===== src/rtl/do_burst_gen.sv =====
// do_burst_gen: command stage that drives a registered burst level
// to the downstream transfer FSM and waits for its LAST acknowledge.
module do_burst_gen #(
  parameter int LEN_W   = 8,
  parameter int GAP_W   = 4,
  parameter int TIMEOUT = 32,
  parameter int CNT_W   = 16
) (
  input  logic             clk,
  input  logic             rst_n,
  input  logic             cmd_valid,
  output logic             cmd_ready,
  input  logic [LEN_W-1:0] cmd_len,
  input  logic [GAP_W-1:0] cmd_gap,
  input  logic             abort,
  input  logic             ack,
  input  logic             err_clr,
  // the burst level is named do_o since `do` is a keyword
  output logic             do_o,
  output logic             busy,
  output logic             done,
  output logic             err,
  output logic [CNT_W-1:0] burst_cnt
);

  localparam int TO_W = (TIMEOUT > 2) ? $clog2(TIMEOUT) : 1;
  localparam logic [TO_W-1:0] TO_LAST = TO_W'(TIMEOUT - 1);

  typedef enum logic [1:0] {
    S_IDLE,
    S_DRIVE,
    S_WAIT,
    S_GAP
  } state_e;

  state_e           state_q, state_d;
  logic             do_q, do_d;
  logic             done_q, done_d;
  logic             err_q, err_d;
  logic [CNT_W-1:0] cnt_q, cnt_d;
  logic [LEN_W-1:0] len_q, len_d;
  logic [GAP_W-1:0] gap_q, gap_d;
  logic [TO_W-1:0]  to_q, to_d;

  always_ff @(posedge clk or negedge rst_n) begin
    if (!rst_n) begin
      state_q <= S_IDLE;
      do_q    <= 1'b0;
      done_q  <= 1'b0;
      err_q   <= 1'b0;
      cnt_q   <= '0;
      len_q   <= '0;
      gap_q   <= '0;
      to_q    <= '0;
    end else begin
      state_q <= state_d;
      do_q    <= do_d;
      done_q  <= done_d;
      err_q   <= err_d;
      cnt_q   <= cnt_d;
      len_q   <= len_d;
      gap_q   <= gap_d;
      to_q    <= to_d;
    end
  end

  always_comb begin
    state_d = state_q;
    do_d    = do_q;
    done_d  = 1'b0;
    err_d   = err_q & ~err_clr;
    cnt_d   = cnt_q;
    len_d   = len_q;
    gap_d   = gap_q;
    to_d    = to_q;
    unique case (state_q)
      S_IDLE: begin
        if (cmd_valid) begin
          len_d   = (cmd_len == '0) ? LEN_W'(1) : cmd_len;
          gap_d   = cmd_gap;
          do_d    = 1'b1;
          state_d = S_DRIVE;
        end
      end
      S_DRIVE: begin
        len_d = len_q - LEN_W'(1);
        if (abort || len_q == LEN_W'(1)) begin
          do_d    = 1'b0;
          to_d    = '0;
          state_d = S_WAIT;
        end
      end
      S_WAIT: begin
        do_d = 1'b0;
        // ack takes precedence over a timeout landing on the same edge
        if (ack || to_q == TO_LAST) begin
          done_d = 1'b1;
          if (ack) begin
            cnt_d = cnt_q + CNT_W'(1);
          end else begin
            err_d = 1'b1;
          end
          state_d = (gap_q == '0) ? S_IDLE : S_GAP;
        end else begin
          to_d = to_q + TO_W'(1);
        end
      end
      S_GAP: begin
        gap_d = gap_q - GAP_W'(1);
        if (gap_q == GAP_W'(1)) begin
          state_d = S_IDLE;
        end
      end
      default: state_d = S_IDLE;
    endcase
  end

  assign cmd_ready = (state_q == S_IDLE);
  assign busy      = (state_q != S_IDLE);
  assign do_o      = do_q;
  assign done      = done_q;
  assign err       = err_q;
  assign burst_cnt = cnt_q;

endmodule


===== config.mk =====
export PLATFORM = sky130hd
export DESIGN_NAME = do_burst_gen
export DESIGN_NICKNAME = d
export VERILOG_FILES = /design/src/rtl/do_burst_gen.sv
export SDC_FILE = /design/constraint.sdc
export NUM_CORES = 1
export LEC_CHECK = 0
export ABC_AREA = 1
export BUFFER_PORTS_ARGS = -buffer_cell sky130_fd_sc_hd__buf_2
export CAP_MARGIN = 30
export CORE_UTILIZATION = 25
export CTS_CLUSTER_SIZE = 40
export DETAILED_ROUTE_END_ITERATION = 8
export HOLD_SLACK_MARGIN = 0.02
export PLACE_DENSITY_LB_ADDON = 0.08
export SKIP_LAST_GASP = 1
export SYNTH_ARGS = -nofsm -noshare
export SYNTH_HDL_FRONTEND = slang
export SYNTH_SLANG_ARGS = --single-unit

===== constraint.sdc =====
create_clock -name clk -period 2.16 [get_ports clk]
set_input_delay 0.108 -clock clk [delete_from_list [all_inputs] [get_ports clk]]
set_output_delay 0.108 -clock clk [all_outputs]
set_load 0.01 [all_outputs]

==> results of run 1 <==
==> final cells by class <==
cell class	count	area (um2)	share of cell area [%]
clock buffers	6	82.6	2.94
clock inverters	2	60.1	2.14
inverters	50	188	6.67
multi-input cells	208	1160	41.1
flip-flops and latches	38	951	33.8
well taps	108	135	4.80
repair buffers	44	240	8.54
==> timing repair <==
action | 4_1_cts | 5_1_grt
resized for setup | 0 | 1
endpoints found under the hold margin | 19 | 0
hold buffers | 2 | 0
buffers inserted | 0 | 0
setup endpoints to repair | 0 | 3
==> tightest hold or removal path, cell delays in order <==
cell      delay, ps
buf_2            80
o211ai_1         70
o21ai_0          70
==> final timing paths <==
check / cells after the start / start / to / slack [ps]
worst max-delay path: 7 / state_q[1] / len_q[2] / 330
worst min-delay path: 3 / cmd_gap[1] / gap_q[1] / 70
worst max register to register: 7 / state_q[1] / len_q[2] / 330
worst min register to register: 2 / do_o / do_o / 480
max in group asynchronous: 3 / rst_n / state_q[1] / 1220
min in group asynchronous: 2 / rst_n / burst_cnt[2] / 280
==> registers in the layout, indices dropped and copies added (netlist names) <==
signal	cells
burst_cnt	16
to_q	5
err	1
do_o	1
state_q	2
gap_q	4
len_q	8
done	1
==> kinds of logic (layout without fill, tap and decap cells) <==
logic type,after synthesis,after routing
buf+inv,51,102
simple gates,149,149
xor+xnor,9,9
flops,38,38
fa+ha+maj,13,13
compound gates,37,37
==> per-layer routing <==
| layer | routed length [um] | part of all wire [%] | up-vias |
|---|---|---|---|
| li1 | - | - | 1050 |
| met1 | 2710 | 51 | 879 |
| met2 | 2340 | 44 | 32 |
| met3 | 227 | 4.3 | 4 |
| met4 | 53 | 0.99 | 0 |
| met5 | 0 | 0 | - |
==> cell usage after synthesis, drive strengths merged <==
| cell | count | share of area [%] |
|---|---|---|
| xor2 | 3 | 1.1 |
| clkbuf | 1 | 0.16 |
| nand3 | 28 | 6.9 |
| a21oi | 8 | 1.7 |
| o21ai | 23 | 5.7 |
| nor3 | 3 | 0.65 |
| o211ai | 2 | 0.65 |
| o32ai | 1 | 0.38 |
| ha | 13 | 7.1 |
| nand4 | 10 | 2.7 |
| inv | 50 | 8.2 |
| o22ai | 2 | 0.54 |
| nor2 | 26 | 6.2 |
| a22oi | 1 | 0.33 |
| or2 | 1 | 0.27 |
| nand3b | 1 | 0.33 |
| dfrtp | 38 | 41 |
| xnor2 | 6 | 2.3 |
| nand2 | 80 | 14 |
==> cell usage in the layout, fill, tap and decap left out, types with 2 or more instances in the layout <==
master	instances
nor2_4	3
ha_1	13
inv_2	2
a21oi_1	8
o22ai_1	2
nor2_1	20
dlygate4sd3_1	2
inv_1	48
buf_2	38
buf_4	4
o211ai_1	2
clkbuf_8	6
dfrtp_1	38
nor3_1	3
nand3_1	26
nor2_2	2
bufinv_16	2
nand2_1	78
o21ai_0	17
nand4_1	10
xor2_1	3
o21ai_1	4
xnor2_1	6
==> power breakdown <==
| group | switching [mW] | total [mW] | internal (mW) | leakage, nW |
|---|---|---|---|---|
| logic | 0.907 | 1.42 | 0.512 | 0.941 |
| clock network | 0.271 | 0.764 | 0.493 | 0.0714 |
| registers | 0.187 | 1.10 | 0.915 | 0.482 |
| total | 1.36 | 3.28 | 1.92 | 1.49 |
==> stage by stage <==
stage	area (um2)	worst slack, ps	power (mW)	hold slack [ps]
4_1_cts	2810	194	3.35	53.8
6_report	2810	331	3.28	70.3
2_1_floorplan	2300	567	2.10	-188
5_1_grt	2810	82.8	3.63	77.2
3_3_place_gp	2650	171	2.55	88.0
3_5_place_dp	2650	197	2.55	91.1
==> flow_metrics.py, run 1 <==
metrics = {
    "power": {
        "leakage_nw": 1.49,
        "power.density_nw_per_um2": 1170,
        "worst_ir_drop_vdd_v": 0.000373,
    },
    "worst_setup_path": {
        "cp-end-kind": "flop",
        "path_max_fanout": 9,
        "worst_ep_required_time_ps": 2330,
        "cp.arrival_ps": 2000,
        "path_buf_inv": 2,
        "worst_setup_path_start_kind": "flop",
        "cp_slowest_cell": "dfrtp_1",
        "crit_family": "flip-flops",
        "cp_slowest_stage_delay_ps": 460,
        "critical_path_class": "reg -> reg",
        "cp_cell_sequence": "inv_1 -> ha_1 -> nand2_1 -> o21ai_2 -> inv_2 -> o21ai_0 -> o22ai_1",
    },
    "detailed_routing": {
        "ant_nets": 0,
        "drt_pass1_iterations": 6,
        "drtIter0Drc": 49,
        "detail_route.wl_per_cell_um": 11.7,
        "drc": 6,
        "vias": 1965,
        "routed_via_density": 4.31,
        "routed_wl_mm": 5.33,
    },
    "finish": {
        "num-nets-final": 378,
        "post-route-util_pct": 31.9,
        "antenna_cells": 0,
        "areaGrowthSynthToFinish_pct": 22.4,
        "fillerInstances": 950,
        "final_cells": 456,
        "drive_gt1_share_pct": 18.7,
    },
    "outcome": {
        "status": "complete, but fails checks",
        "violations": "DRC",
    },
    "floorplanning": {
        "core_um2": 8810,
        "pin_count": 39,
        "fp.dieW_um": 97.9,
        "rows": 34,
        "die_area_um2": 9580,
        "start_util_pct": 26.1,
        "die_h_um": 97.9,
    },
    "global_routing": {
        "met3_usage_pct": 2.72,
        "grt_pass1_wl_mm": 9.41,
        "grt_usage_pct": 12.3,
        "busiest_layer": "met2",
        "use_met2_pct": 19.1,
        "antenna_found_initial": 0,
        "grtUsageMet1_pct": 16.9,
        "grt_pass1_vias": 1932,
        "grt_max_degree": 21,
        "overflow": 0,
    },
    "sta": {
        "max-slew-margin-rel_pct": 70.6,
        "fin_crit_ps": 1830,
        "hold_viol_final": 0,
        "clock_skew_ps": 4.11,
        "setup_viol": 0,
        "fmax_mhz": 547,
        "timing.setup.tns_ps": 0,
        "grt_setup_unrepaired": "false",
        "drv_slew": 0,
        "worst_pin_slew_ps": 441,
        "finalCritPeriodShare_pct": 84.7,
    },
    "synth": {
        "syn_area_per_cell_um2": 7.74,
        "synth.distinct_cells": 30,
        "syn-cell-area_um2": 2300,
        "syn_inst": 297,
        "ys_ff_latch": 38,
        "synthAdderAreaFrac_pct": 7.08,
        "synth.area.mux_share_pct": 0,
        "synthSimpleGateAreaFrac_pct": 30.5,
        "syn_nets": 328,
        "yosysSeqAreaShare_pct": 41.4,
        "synth_top_family_by_area": "simple AND/OR/NAND/NOR gates",
        "ys_warn_count": 0,
        "synth_compound_area_share_pct": 9.31,
        "synth-xor-area-share_pct": 3.43,
    },
    "cts": {
        "h-tree-depth": 2,
        "root_buffer": "clkbuf_8",
        "numCtsBuffers": 5,
        "clock_latency_ps": 290,
        "cts_tree": "yes",
        "clock_path_buffers": 2,
        "clk_pin_slew_worst_paths_ps": 80,
        "cts_num_sinks": 38,
    },
    "placed_design": {
        "place.port_buffers": 38,
        "hpwlAfterDp_mm": 4.03,
        "numPlacedInstances": 446,
        "place_congestion": 0.781,
    },
    "min_path": {
        "hold_class": "in -> reg",
    },
    "job": {
        "maxCapViolations": 0,
    },
}
Note: power is estimated with default switching activity, not from simulation.
==> inputs of run 2 (changes only) <==
==> constraint.sdc (replaced) <==
create_clock -name clk -period 1.7 [get_ports clk]
set_input_delay 0.085 -clock clk [delete_from_list [all_inputs] [get_ports clk]]
set_output_delay 0.085 -clock clk [all_outputs]
set_load 0.01 [all_outputs]
==> run 2 against run 1 <==
The run still ends with DRC left. First-iteration DRC count rose by 96%. Critical path type unchanged. Via count rose by 1.8%. Critical path depth increased by 4. Fmax is 16% higher. Register-to-register slack lost 210 ps. Core utilization increased by 0.24 points. Final cell count is 1.3% higher. Combinational power is 38% higher. Setup slack got worse by 210 ps. Power increased by 21%. Clock skew is 4.6 ps higher.
==> flow_metrics.py, run 2 (synthesized netlist as in run 1, its figures left out) <==
metrics = {
    "detailed_routing": {
        "ant_nets": 0,
        "drc": 6,
        "drt_pass1_iterations": 6,
        "detail_route.wl_per_cell_um": 11.7,
        "drtIter0Drc": 96,
        "vias": 2000,
        "routed_wl_mm": 5.38,
        "routed_via_density": 4.33,
    },
    "sta": {
        "max-slew-margin-rel_pct": 64.5,
        "clock_skew_ps": 8.71,
        "timing.setup.tns_ps": 0,
        "hold_viol_final": 0,
        "grt_setup_unrepaired": "true",
        "fmax_mhz": 633,
        "layout_setup_ws_ps": 119,
        "setup_viol": 0,
        "drv_slew": 0,
        "finalCritPeriodShare_pct": 93.0,
        "worst_pin_slew_ps": 533,
        "fin_crit_ps": 1580,
    },
    "cts": {
        "clk_pin_slew_worst_paths_ps": 80,
        "clock_path_buffers": 2,
        "numCtsBuffers": 5,
        "post_cts.repair.setup_buffers": 0,
        "root_buffer": "clkbuf_8",
        "clock_latency_ps": 290,
        "h-tree-depth": 2,
        "cts_num_sinks": 38,
        "cts_tree": "yes",
    },
    "min_path": {
        "hold_path_startpoint": "cmd_gap[1]",
        "hold_class": "in -> reg",
    },
    "worst_setup_path": {
        "critical_path_class": "reg -> reg",
        "cp_slowest_stage_delay_ps": 400,
        "cp_cell_sequence": "ha_2 -> nand2_2 -> nor2_2 -> ha_2 -> inv_2 -> nand2_4 -> nor2_4 -> a21oi_2 -> nand3_1 -> nand2_1 -> nand2_1",
        "cp_slowest_cell": "dfrtp_1",
        "worst_ep_required_time_ps": 1880,
        "r2r_start": "to_q[1]",
        "cp-end-kind": "flop",
        "crit_start": "to_q[1]",
        "path_max_fanout": 4,
        "crit_family": "simple AND/OR/NAND/NOR gates",
        "worst_setup_path_start_kind": "flop",
        "cp.arrival_ps": 1760,
        "path_buf_inv": 1,
    },
    "finish": {
        "num-nets-final": 385,
        "drive_gt1_share_pct": 22.9,
        "antenna_cells": 0,
        "mostFrequentLayoutCells": "nand2_1 (76), inv_1 (47), buf_2 (38), dfrtp_1 (37), nand3_1 (26)",
        "largest_reg_flops": 16,
        "layout_commonest_cell": "nand2_1",
        "areaGrowthSynthToFinish_pct": 23.3,
    },
    "floorplanning": {
        "die_area_um2": 9580,
        "fp.dieW_um": 97.9,
        "start_util_pct": 26.1,
        "die_h_um": 97.9,
        "core_um2": 8810,
        "rows": 34,
        "pin_count": 39,
    },
    "power": {
        "total_power_mw": 3.96,
        "worst_ir_drop_vdd_v": 0.000425,
        "leakage_nw": 1.50,
        "power.density_nw_per_um2": 1400,
    },
    "placed_design": {
        "place_ws_ps": 63.7,
        "place_congestion": 0.738,
        "place.port_buffers": 38,
        "hpwlAfterDp_mm": 4.00,
    },
    "global_routing": {
        "grt_pass1_wl_mm": 9.33,
        "grt_pass1_vias": 2007,
        "grt_usage_pct": 12.2,
        "antenna_found_initial": 0,
        "overflow": 0,
        "grt_max_degree": 39,
    },
    "outcome": {
        "status": "complete, but fails checks",
        "violations": "DRC",
    },
    "job": {
        "maxCapViolations": 0,
    },
}
[run 2: cell types whose count changed in the layout (fill, tap and decap cells not counted), sizes merged]
cell	delta
bufinv	-2
clkinv	+2
buf	+7
clkbuf	-1
[run 2: power breakdown]
part	switching (mW)	internal, mW
Sequential	0.214	1.16
Clock	0.343	0.276
Combinational	1.20	0.760
Total	1.76	2.20
[run 2: metrics by stage]
step                      hold WS (ps)  instance area [um2]  cells  util [%]
after floorplan                   -211                 2300    297         -
after global placement             192                 2700    453      30.7
after detailed placement           193                 2700    453      30.7
after CTS                         34.1                 2800    462      31.8
after global routing              63.4                 2830    462      32.2
final                             37.0                 2830    462      32.2
[run 2: final timing paths]
path / to / slack [ps] / cells past startpoint
max in group asynchronous: state_q[1] / 910 / 3
min reg2reg: do_o / 470 / 2
min in group asynchronous: burst_cnt[7] / 400 / 3
max: state_q[1] / 120 / 11
max reg2reg: state_q[1] / 120 / 11
min: gap_q[1] / 40 / 3
[run 2: tightest hold or removal path, stage by stage]
cell	delay (ps)
buf_2	80
o211ai_1	60
o21ai_0	60
[run 2: area by class of cell]
| type | count | area (um2) |
|---|---|---|
| multi-input combinational | 208 | 1190 |
| timing repair buffer | 51 | 293 |
| inverter | 50 | 188 |
| tap | 108 | 135 |
| clock inverter | 2 | 10.0 |
| fill | 960 | 5970 |
| sequential | 38 | 952 |
| clock buffer | 5 | 68.8 |
[run 2: what timing repair did]
item                                    CTS  global route
hold buffers                              2             0
endpoints found under the hold margin    39             0
endpoints found under the setup margin    0            15
gates resized for setup                   0            14
[run 2: metal layers]
layer  part of all wire (%)  global-route usage (%)  routed length, um
met1                     50                    16.1               2680
met2                     45                    19.7               2420
met3                    4.4                    2.51                237
met4                   0.71                    4.20                 38
met5                      0                       0                  0
